--- config.mk ---
export PLATFORM = sky130hd
export DESIGN_NAME = jtag_dmi_mem_target_flat
export DESIGN_NICKNAME = d
export VERILOG_FILES = /design/src/rtl/jtag_dmi_mem_target_if.sv /design/src/rtl/jtag_dmi_mem_target.sv /design/src/flat_wrapper.sv
export SDC_FILE = /design/constraint.sdc
export NUM_CORES = 1
export LEC_CHECK = 0
export CAP_MARGIN = 10
export CORE_UTILIZATION = 33
export CTS_CLUSTER_DIAMETER = 80
export DETAILED_ROUTE_END_ITERATION = 8
export HOLD_SLACK_MARGIN = 0.03
export PLACE_DENSITY = 0.55
export SLEW_MARGIN = 20
export SYNTH_ARGS = -nofsm -noshare
export SYNTH_HDL_FRONTEND = slang
export SYNTH_SLANG_ARGS = --single-unit
--- constraint.sdc ---
create_clock -name clk -period 4.6 [get_ports clk]
set_clock_uncertainty 0.15 [all_clocks]
set_input_delay 0.69 -clock clk [delete_from_list [all_inputs] [get_ports clk]]
set_output_delay 0.69 -clock clk [all_outputs]
set_load 0.01 [all_outputs]
--- src/rtl/jtag_dmi_mem_target_if.sv ---
// DMI request/response bundle between a debug-module initiator and a memory target.
// Handshake: a beat transfers on a rising clk edge where valid && ready are both high;
// the source holds valid and its payload stable until that edge, and ready never
// depends on valid.
interface jtag_dmi_mem_target_if #(
  parameter int unsigned ADDR_W = 7,
  parameter int unsigned DATA_W = 32
);
  logic              dmi_req_valid;
  logic              dmi_req_ready;
  logic [1:0]        dmi_op;
  logic [ADDR_W-1:0] dmi_addr;
  logic [DATA_W-1:0] dmi_wdata;
  logic              dmi_resp_valid;
  logic              dmi_resp_ready;
  logic [DATA_W-1:0] dmi_rdata;
  logic [1:0]        dmi_resp;

  modport master (
    output dmi_req_valid, dmi_op, dmi_addr, dmi_wdata, dmi_resp_ready,
    input  dmi_req_ready, dmi_resp_valid, dmi_rdata, dmi_resp
  );

  modport slave (
    input  dmi_req_valid, dmi_op, dmi_addr, dmi_wdata, dmi_resp_ready,
    output dmi_req_ready, dmi_resp_valid, dmi_rdata, dmi_resp
  );
endinterface

--- src/rtl/jtag_dmi_mem_target.sv ---
// DMI target model: DEPTH-word register file with LATENCY wait states and a decoupled
// response channel. Optional macro JTAG_DMI_ERR_INJECT_EN adds err_inject_i.
module jtag_dmi_mem_target #(
  parameter int unsigned ADDR_W     = 7,
  parameter int unsigned DATA_W     = 32,
  parameter int unsigned DEPTH      = 16,
  parameter int unsigned LATENCY    = 2,
  parameter logic [31:0] RESET_DATA = 32'hDEADBEEF
) (
  input  logic                 clk,
  input  logic                 rst_n,
`ifdef JTAG_DMI_ERR_INJECT_EN
  input  logic                 err_inject_i,
`endif
  jtag_dmi_mem_target_if.slave dmi,
  output logic                 busy,
  output logic [1:0]           dbg_state
);

  localparam logic [1:0] OP_NOP       = 2'd0;
  localparam logic [1:0] OP_READ      = 2'd1;
  localparam logic [1:0] OP_WRITE     = 2'd2;
  localparam logic [1:0] RESP_SUCCESS = 2'd0;
  localparam logic [1:0] RESP_FAILED  = 2'd2;

  localparam int unsigned       IDX_W    = (DEPTH > 1) ? $clog2(DEPTH) : 1;
  localparam logic [DATA_W-1:0] RST_WORD = DATA_W'(RESET_DATA);
  localparam logic [7:0]        LAT_INIT = 8'(LATENCY);

  typedef enum logic [1:0] {
    S_IDLE = 2'd0,
    S_WAIT = 2'd1,
    S_RESP = 2'd2
  } state_e;

  state_e            state;
  logic [7:0]        cnt;
  logic [1:0]        cap_op;
  logic [ADDR_W-1:0] cap_addr;
  logic [DATA_W-1:0] cap_wdata;
  logic [DATA_W-1:0] mem [DEPTH];
  logic [DATA_W-1:0] rdata_q;
  logic [1:0]        resp_q;

  logic              accept;
  logic              enter_resp;
  logic [1:0]        src_op;
  logic [ADDR_W-1:0] src_addr;
  logic [DATA_W-1:0] src_wdata;
  logic              src_err;
  logic [IDX_W-1:0]  src_idx;
  logic              in_range;
  logic              dec_we;
  logic [DATA_W-1:0] dec_rdata;
  logic [1:0]        dec_resp;

  assign accept     = (state == S_IDLE) && dmi.dmi_req_valid;
  assign enter_resp = (accept && (LATENCY == 0)) || ((state == S_WAIT) && (cnt == 8'd1));

  // With zero wait states the decode happens on the accept edge itself, so it must
  // see the live request; otherwise it sees the captured copy.
  always_comb begin
    src_op    = cap_op;
    src_addr  = cap_addr;
    src_wdata = cap_wdata;
    if (state == S_IDLE) begin
      src_op    = dmi.dmi_op;
      src_addr  = dmi.dmi_addr;
      src_wdata = dmi.dmi_wdata;
    end
  end

`ifdef JTAG_DMI_ERR_INJECT_EN
  logic cap_err;
  assign src_err = (state == S_IDLE) ? err_inject_i : cap_err;
`else
  assign src_err = 1'b0;
`endif

  assign in_range = 32'(src_addr) < 32'(DEPTH);
  assign src_idx  = src_addr[IDX_W-1:0];

  always_comb begin
    dec_we    = 1'b0;
    dec_rdata = '0;
    dec_resp  = RESP_SUCCESS;
    if (src_err || !in_range) begin
      dec_resp = RESP_FAILED;
    end else begin
      case (src_op)
        OP_READ:  dec_rdata = mem[src_idx];
        OP_WRITE: dec_we    = 1'b1;
        OP_NOP:   dec_resp  = RESP_SUCCESS;
        default:  dec_resp  = RESP_FAILED;
      endcase
    end
  end

  always_ff @(posedge clk or negedge rst_n) begin
    if (!rst_n) begin
      state     <= S_IDLE;
      cnt       <= '0;
      cap_op    <= '0;
      cap_addr  <= '0;
      cap_wdata <= '0;
`ifdef JTAG_DMI_ERR_INJECT_EN
      cap_err   <= 1'b0;
`endif
      rdata_q   <= '0;
      resp_q    <= RESP_SUCCESS;
      for (int i = 0; i < int'(DEPTH); i++) mem[i] <= RST_WORD;
    end else begin
      if (enter_resp) begin
        if (dec_we) mem[src_idx] <= src_wdata;
        rdata_q <= dec_rdata;
        resp_q  <= dec_resp;
      end
      case (state)
        S_IDLE: begin
          if (accept) begin
            cap_op    <= dmi.dmi_op;
            cap_addr  <= dmi.dmi_addr;
            cap_wdata <= dmi.dmi_wdata;
`ifdef JTAG_DMI_ERR_INJECT_EN
            cap_err   <= err_inject_i;
`endif
            cnt       <= LAT_INIT;
            state     <= (LATENCY == 0) ? S_RESP : S_WAIT;
          end
        end
        S_WAIT: begin
          if (cnt == 8'd1) state <= S_RESP;
          else             cnt   <= cnt - 8'd1;
        end
        S_RESP: begin
          if (dmi.dmi_resp_ready) state <= S_IDLE;
        end
        default: state <= S_IDLE;
      endcase
    end
  end

  assign dmi.dmi_req_ready  = (state == S_IDLE);
  assign dmi.dmi_resp_valid = (state == S_RESP);
  assign dmi.dmi_rdata      = rdata_q;
  assign dmi.dmi_resp       = resp_q;
  assign busy               = (state != S_IDLE);
  assign dbg_state          = state;

endmodule
--- src/flat_wrapper.sv ---
// flat-port wrapper written by rule: the top's interface ports become plain ports
module jtag_dmi_mem_target_flat 
#(
  parameter int unsigned ADDR_W     = 7,
  parameter int unsigned DATA_W     = 32,
  parameter int unsigned DEPTH      = 16,
  parameter int unsigned LATENCY    = 2,
  parameter logic [31:0] RESET_DATA = 32'hDEADBEEF
)
  (clk, rst_n, busy, dbg_state, dmi_dmi_req_valid, dmi_dmi_op, dmi_dmi_addr, dmi_dmi_wdata, dmi_dmi_resp_ready, dmi_dmi_req_ready, dmi_dmi_resp_valid, dmi_dmi_rdata, dmi_dmi_resp);
  jtag_dmi_mem_target_if #(.ADDR_W(ADDR_W), .DATA_W(DATA_W)) dmi_i ();
  input  logic clk;
  input  logic rst_n;
  output logic busy;
  output logic [1:0] dbg_state;
  input wire logic [$bits(dmi_i.dmi_req_valid)-1:0] dmi_dmi_req_valid;
  input wire logic [$bits(dmi_i.dmi_op)-1:0] dmi_dmi_op;
  input wire logic [$bits(dmi_i.dmi_addr)-1:0] dmi_dmi_addr;
  input wire logic [$bits(dmi_i.dmi_wdata)-1:0] dmi_dmi_wdata;
  input wire logic [$bits(dmi_i.dmi_resp_ready)-1:0] dmi_dmi_resp_ready;
  output wire logic [$bits(dmi_i.dmi_req_ready)-1:0] dmi_dmi_req_ready;
  output wire logic [$bits(dmi_i.dmi_resp_valid)-1:0] dmi_dmi_resp_valid;
  output wire logic [$bits(dmi_i.dmi_rdata)-1:0] dmi_dmi_rdata;
  output wire logic [$bits(dmi_i.dmi_resp)-1:0] dmi_dmi_resp;
  assign dmi_i.dmi_req_valid = dmi_dmi_req_valid;
  assign dmi_i.dmi_op = dmi_dmi_op;
  assign dmi_i.dmi_addr = dmi_dmi_addr;
  assign dmi_i.dmi_wdata = dmi_dmi_wdata;
  assign dmi_i.dmi_resp_ready = dmi_dmi_resp_ready;
  assign dmi_dmi_req_ready = dmi_i.dmi_req_ready;
  assign dmi_dmi_resp_valid = dmi_i.dmi_resp_valid;
  assign dmi_dmi_rdata = dmi_i.dmi_rdata;
  assign dmi_dmi_resp = dmi_i.dmi_resp;
  jtag_dmi_mem_target #(.ADDR_W(ADDR_W), .DATA_W(DATA_W), .DEPTH(DEPTH), .LATENCY(LATENCY), .RESET_DATA(RESET_DATA)) u_core (.clk(clk), .rst_n(rst_n), .dmi(dmi_i), .busy(busy), .dbg_state(dbg_state));
endmodule
==> results of run 1 <==
cells by family after synthesis:
logic type,count (synthesis),synth area share [%]
other,1,0.0144
flip-flops,596,59.0
multiplexers,36,1.40
buffers and inverters,233,5.19
XOR/XNOR,2,0.0671
AND/OR/NAND/NOR,756,12.8
adder cells (fa/ha/maj),2,0.0959
AO/OA/AOI/OAI,953,21.4
per-layer routing:
metal	GRT usage [%]	part of all wire [%]	vias up
met5	0	0	-
met4	5.64	2.1	0
met3	2.49	5.2	110
met2	31.9	47	553
met1	27.1	46	9920
li1	-	-	9120
sequential cells by signal (all words and copies together), names as in the netlist:
| register | flops |
|---|---|
| u_core.mem | 512 |
| u_core.dmi.dmi_rdata | 32 |
| u_core.cap_op | 2 |
| u_core.dbg_state | 2 |
| u_core.cap_addr | 7 |
| u_core.dmi.dmi_resp | 1 |
| u_core.cnt | 8 |
| u_core.cap_wdata | 32 |
report_power, final:
| group | switching, µW | leakage (µW) | internal, µW | total (µW) |
|---|---|---|---|---|
| logic | 4140 | 0.00376 | 2060 | 6200 |
| clock network | 2210 | 0.00105 | 3080 | 5290 |
| registers | 323 | 0.00678 | 5750 | 6070 |
how the worst min path moves through the flow:
stage                          startpoint                  end  slack (ns)  cells past startpoint
after floorplan                     rst_n   u_core.cap_addr[0]        0.24                      0
after global placement    u_core.mem[205]      u_core.mem[205]        0.30                      2
after detailed placement   u_core.mem[91]       u_core.mem[91]        0.30                      2
after CTS                           rst_n  u_core.cap_wdata[1]        0.09                      1
after global routing                rst_n  u_core.cap_wdata[1]        0.15                      1
final                               rst_n  u_core.cap_wdata[1]        0.08                      1
per-stage QoR:
step / area (µm²) / util (%)
2_1_floorplan: 26100 / -
3_3_place_gp: 27900 / 35.8
3_5_place_dp: 27900 / 35.8
4_1_cts: 30100 / 38.6
5_1_grt: 30100 / 38.6
6_report: 30100 / 38.6
worst max-delay path: cells and delay by family, from the launching register on:
| kind | cells | cell delay (ns) |
|---|---|---|
| AOI/OAI and AO/OA | 4 | 1.39 |
| DFF | 1 | 0.47 |
| and+or+nand+nor | 2 | 0.53 |
| buffers and inverters | 3 | 1.33 |
layout make-up:
| class | count | area [µm²] |
|---|---|---|
| diodes | 1 | 2.50 |
| clock buffers | 111 | 2020 |
| clock inverters | 14 | 144 |
| fillers | 7624 | 47800 |
| inverters | 5 | 20.0 |
| multi-input cells | 1750 | 9410 |
| flip-flops and latches | 596 | 15400 |
| well taps | 1040 | 1300 |
| repair buffers | 177 | 1760 |
layout by cell type (no fill, tap or decap), types with 46 or more instances in the layout:
| cell type | synthesis | routed |
|---|---|---|
| clkbuf_16 | 0 | 70 |
| dfstp_2 | 384 | 384 |
| o21ai_1 | 258 | 258 |
| nor2_1 | 182 | 182 |
| a21oi_1 | 112 | 112 |
| a21oi_2 | 112 | 112 |
| nor2_2 | 46 | 46 |
| nand2_1 | 444 | 441 |
| clkdlybuf4s50_1 | 0 | 81 |
| buf_4 | 17 | 77 |
| dfrtp_1 | 212 | 212 |
| o21ai_0 | 198 | 196 |
| o22ai_1 | 248 | 248 |
==> results.cfg, run 1 <==
[clock_network]
buffer_cell_driving_the_clock_tree_root = clkbuf_16
post_cts_hold_buffer_count = 0
tritoncts.num_buffers = 68
clk_lat_worst_skew_ns = 0.61
post_cts_resized = 0
max-clock-path-buffers = 3
cts_sinks = 596
cts_tree = done
clk_pin_slew_worst_paths_ns = 0.06
cts_max_level = 3
postCtsSetupRepairBufs = 0

[worst_setup_path]
critPathSlowestCell = o21a_4
critical_path.reg2reg.endpoint = u_core.dmi.dmi_rdata[28]
startpoint_of_the_most_critical_setup_path = u_core.dbg_state[0]
worst-r2r-setup-slack_ns = 0.60
critPathMaxFanout = 51
r2r_start = u_core.dbg_state[0]
critical_path_class = reg2reg
crit_arrival_ns = 4.37
critPathCapture = u_core.dmi.dmi_rdata[28]
critical_path_required_ns = 4.97
end_kind = register
critical_path_cell_by_cell = or2_1 > clkinv_2 > buf_4 > o21a_4 > buf_4 > o22ai_1 > o21ai_0 > nand4_1 > o21ai_0
cpPeakStageDelay_ns = 0.78
critical_path.startpoint_type = register
rr_worst_depth = 9

[sta]
maxClockFrequency_mhz = 250
layout_worst_path_cycle_share_pct = 87.0
fin_setup_tns_ns = 0
timing.max_slew.rel_slack_pct = 23.7
hold_violations = 0
rsz_0062_raised_after_global_routing = false
setup_viol_count_final = 0
number_of_max_slew_violations_in_the_final_report = 0
period_needed_ns = 4.00
worst_pin_slew_ns = 1.14
fin_hold_ws_ns = 0.0762
timing.final.ws_setup_ns = 0.598

[route]
drt_pass1_iterations = 5
num_vias = 19700
detail_route.wl_per_cell_um = 21.2
wl_mm = 78.2
drc = 0
routed_via_density = 5.33
detail-route-antenna-nets = 0
detail_route.iter0.violations = 1593

[grt]
grt_pass1_wl_mm = 122
grt.total_usage_pct = 19.5
grt_max_degree = 117
globalRoute.totalOverflow = 0
grt_pass1_vias = 20000
grt_antenna_before_repair = 3

[logic_synthesis]
synth_nets = 2626
synth_top_area_share_pct = 38.7
syn_avg_cell_area_um2 = 10.1
yosysWarnings = 0
number_of_synthesized_flops_with_an_enable_pin = 0
synth.yosys.seq_area_share_pct = 59.0
post_synth_inst_count = 2579
ys_top_cells_by_area = dfstp_2, dfrtp_1, nand2_1
ys_types = 62
synth_flop_cell = dfstp_2
postSynth.asyncResetShare_pct = 100
synthesized_area_mm2 = 0.0261
synth.largest_area_cell = dfstp_2
synth-seq-cells = 596
post-synth-top-count-cell = nand2_1
synth_top_cells_by_count = nand2_1, dfstp_2, o21ai_1

[floorplanning]
floorplan.initialDensity_pct = 33.5
site_rows = 102
design.die.area_mm2 = 0.0802
die_x_um = 283
chipHeight_um = 283
core_area_mm2 = 0.0778
num_io_pins = 84

[placed_design]
io_buffer_count = 82
gp_congestion = 0.756
dp_hpwl_mm = 44.6
numPlacedInstances = 3568
dpl_worst_slack_ns = 0.658

[worst_hold_path]
timing.hold.worst.class = in2async

[pwr]
power.density_cell_area_mw_per_mm2 = 584
p_leak_uw = 0.0116
worst_ir_drop_vdd_mv = 0.330
post-layout-total-power_uw = 17600

[flow_run]
cap_viol_max_count = 0

[outcome]
status = completed

[final_layout]
nets = 2645
final_cell_count_no_fill = 3694
layout-area-overhead-vs-synth_pct = 15.2
layout-drive-gt1-share_pct = 29.2
Note: power is estimated with default switching activity, not from simulation.
==> inputs of run 2 (changes only) <==
- CELL_PAD_IN_SITES_DETAIL_PLACEMENT: default -> 1
- CELL_PAD_IN_SITES_GLOBAL_PLACEMENT: default -> 2
- CTS_CLUSTER_DIAMETER: 80 -> 200
- PLACE_DENSITY: 0.55 -> 0.74
==> results.cfg, run 2 (synthesized netlist as in run 1, its figures left out) <==
[outcome]
status = finished, violations left
failed_checks = negative hold slack

[route]
wl_mm = 82.2
drt_pass1_iterations = 5
detail_route.iter0.violations = 1048
detail_route.wl_per_cell_um = 22.2
drc = 0
num_vias = 19800
detail-route-antenna-nets = 0
routed_via_density = 5.37

[worst_setup_path]
critPathSlowestCell = o31a_2
crit_arrival_ns = 4.31
r2r_start = u_core.dbg_state[0]
crit_path_frequent_cell = o21ai_0
cp.buffers_inverters = 3
rr_worst_depth = 9
critical_path_cell_by_cell = or2_1 > clkinv_2 > buf_12 > o31a_2 > buf_4 > o22ai_1 > o21ai_0 > nand4_1 > o21ai_0
critPathMaxFanout = 47
critical_path.reg2reg.endpoint = u_core.dmi.dmi_rdata[0]
worst-r2r-setup-slack_ns = 0.64
critical_path_required_ns = 4.95
cpPeakStageDelay_ns = 0.70
end_kind = register
cp_top_family = compound AO/OA/AOI/OAI gates
critical_path.startpoint_type = register
critical_path_class = reg2reg

[final_layout]
register_with_the_most_flip_flops = u_core.mem
max_ffs_per_register = 512
mostFrequentLayoutCells = nand2_1, dfstp_2, o21ai_1
layout-area-overhead-vs-synth_pct = 15.9
nets = 2644
most_common_cell_after_layout_fill_and_taps_aside = nand2_1
layout-drive-gt1-share_pct = 29.5
n_fill_cell = 8663

[placed_design]
gp_congestion = 0.741
dp_hpwl_mm = 48.4
io_buffer_count = 82

[grt]
grt.total_usage_pct = 20.7
globalRoute.totalOverflow = 0
grt_antenna_before_repair = 1
grt_pass1_vias = 21600
grt_max_degree = 115
grt_pass1_wl_mm = 130

[sta]
fin_setup_tns_ns = 0
hold_violations = 2
fin_hold_ws_ns = -0.000176
worst_pin_slew_ns = 1.08
period_needed_ns = 3.96
setup_viol_count_final = 0
timing.max_slew.rel_slack_pct = 27.8
layout_worst_path_cycle_share_pct = 86.1
maxClockFrequency_mhz = 253
rsz_0062_raised_after_global_routing = false
number_of_max_slew_violations_in_the_final_report = 0

[pwr]
net-switching-power_uw = 6940
power_report.internal_total_uw = 11300
comb_power_share_pct = 35.7
sequentialPowerShare_pct = 33.1
p_sw_share_pct = 38.1
power.density_cell_area_mw_per_mm2 = 603
p_leak_uw = 0.0117
worst_ir_drop_vdd_mv = 0.362
share_clk_of_total_power_pct = 31.1
post-layout-total-power_uw = 18200

[floorplanning]
floorplan.initialDensity_pct = 33.5
site_rows = 102
die_x_um = 283
design.die.area_mm2 = 0.0802
num_io_pins = 84
core_area_mm2 = 0.0778
chipHeight_um = 283

[flow_run]
cap_viol_max_count = 0

[clock_network]
clk_pin_slew_worst_paths_ns = 0.06
max-clock-path-buffers = 3
cts_sinks = 596
post_cts_resized = 0
cts_max_level = 3
tritoncts.num_buffers = 70
clk_lat_worst_skew_ns = 0.61
postCtsSetupRepairBufs = 0
post_cts_hold_buffer_count = 0
cts_tree = done
buffer_cell_driving_the_clock_tree_root = clkbuf_16

[worst_hold_path]
timing.hold.worst.class = in2async
## run 2: cell count changes in the layout (fill, tap and decap cells not counted), sizes merged
cell      change
inv           -2
buf           -3
bufinv        +1
clkinv        -1
clkbuf        +9
clkinvlp      -2
## run 2: layout make-up
type | count | area, µm² | share of cell area (%)
flip-flops and latches | 596 | 15400 | 50.9
repair buffers | 174 | 1730 | 5.72
diodes | 1 | 2.50 | 0.00827
multi-input cells | 1750 | 9430 | 31.2
well taps | 1040 | 1300 | 4.30
clock buffers | 120 | 2260 | 7.46
clock inverters | 10 | 120 | 0.397
inverters | 5 | 20.0 | 0.0662
## run 2: routing by layer
layer	vias to the layer above	part of all wire [%]	global-route usage, %
li1	9135	-	-
met1	10300	46	28.2
met2	337	48	34.5
met3	112	3.7	2.54
met4	0	1.9	5.84
met5	-	0	0
## run 2: how the worst max path moves through the flow
stage | from | to | depth (start not counted) | slack (ns)
floorplan | dmi_dmi_addr[1] | u_core.dmi.dmi_rdata[11] | 9 | 2.02
global placement | u_core.dbg_state[0] | u_core.dmi.dmi_rdata[24] | 9 | 0.78
detailed placement | u_core.dbg_state[0] | u_core.dmi.dmi_rdata[0] | 9 | 0.71
CTS | u_core.dbg_state[0] | u_core.dmi.dmi_rdata[0] | 9 | 0.66
global route | u_core.dbg_state[0] | u_core.dmi.dmi_rdata[0] | 9 | 0.53
finish | u_core.dbg_state[0] | u_core.dmi.dmi_rdata[0] | 9 | 0.64
## run 2: worst reg2reg max path: cells and delay by family (launching register included)
family,cells,cell delay (ns)
AO/OA/AOI/OAI,4,1.43
buffers and inverters,3,0.96
flip-flops,1,0.49
AND/OR/NAND/NOR,2,0.82
## run 2: per-stage QoR
step	hold WS, ns	area (µm²)	setup WS, ns	util [%]	instances
after floorplan	0.244	26100	2.02	-	2579
after global placement	0.301	27900	0.778	35.8	3565
after detailed placement	0.306	27900	0.710	35.8	3565
after CTS	0.0491	30200	0.657	38.8	3695
after global routing	0.0774	30200	0.531	38.9	3695
final	-0.000176	30300	0.641	38.9	3696
## run 2: power by group through the flow
| stage | clock, µW | sequential [µW] | combinational (µW) |
|---|---|---|---|
| floorplan | 0 | 6110 | 3750 |
| global placement | 0 | 6100 | 6480 |
| detailed placement | 0 | 6120 | 6570 |
| CTS | 5820 | 6040 | 6600 |
| global route | 6010 | 6100 | 7080 |
| finish | 5680 | 6040 | 6520 |
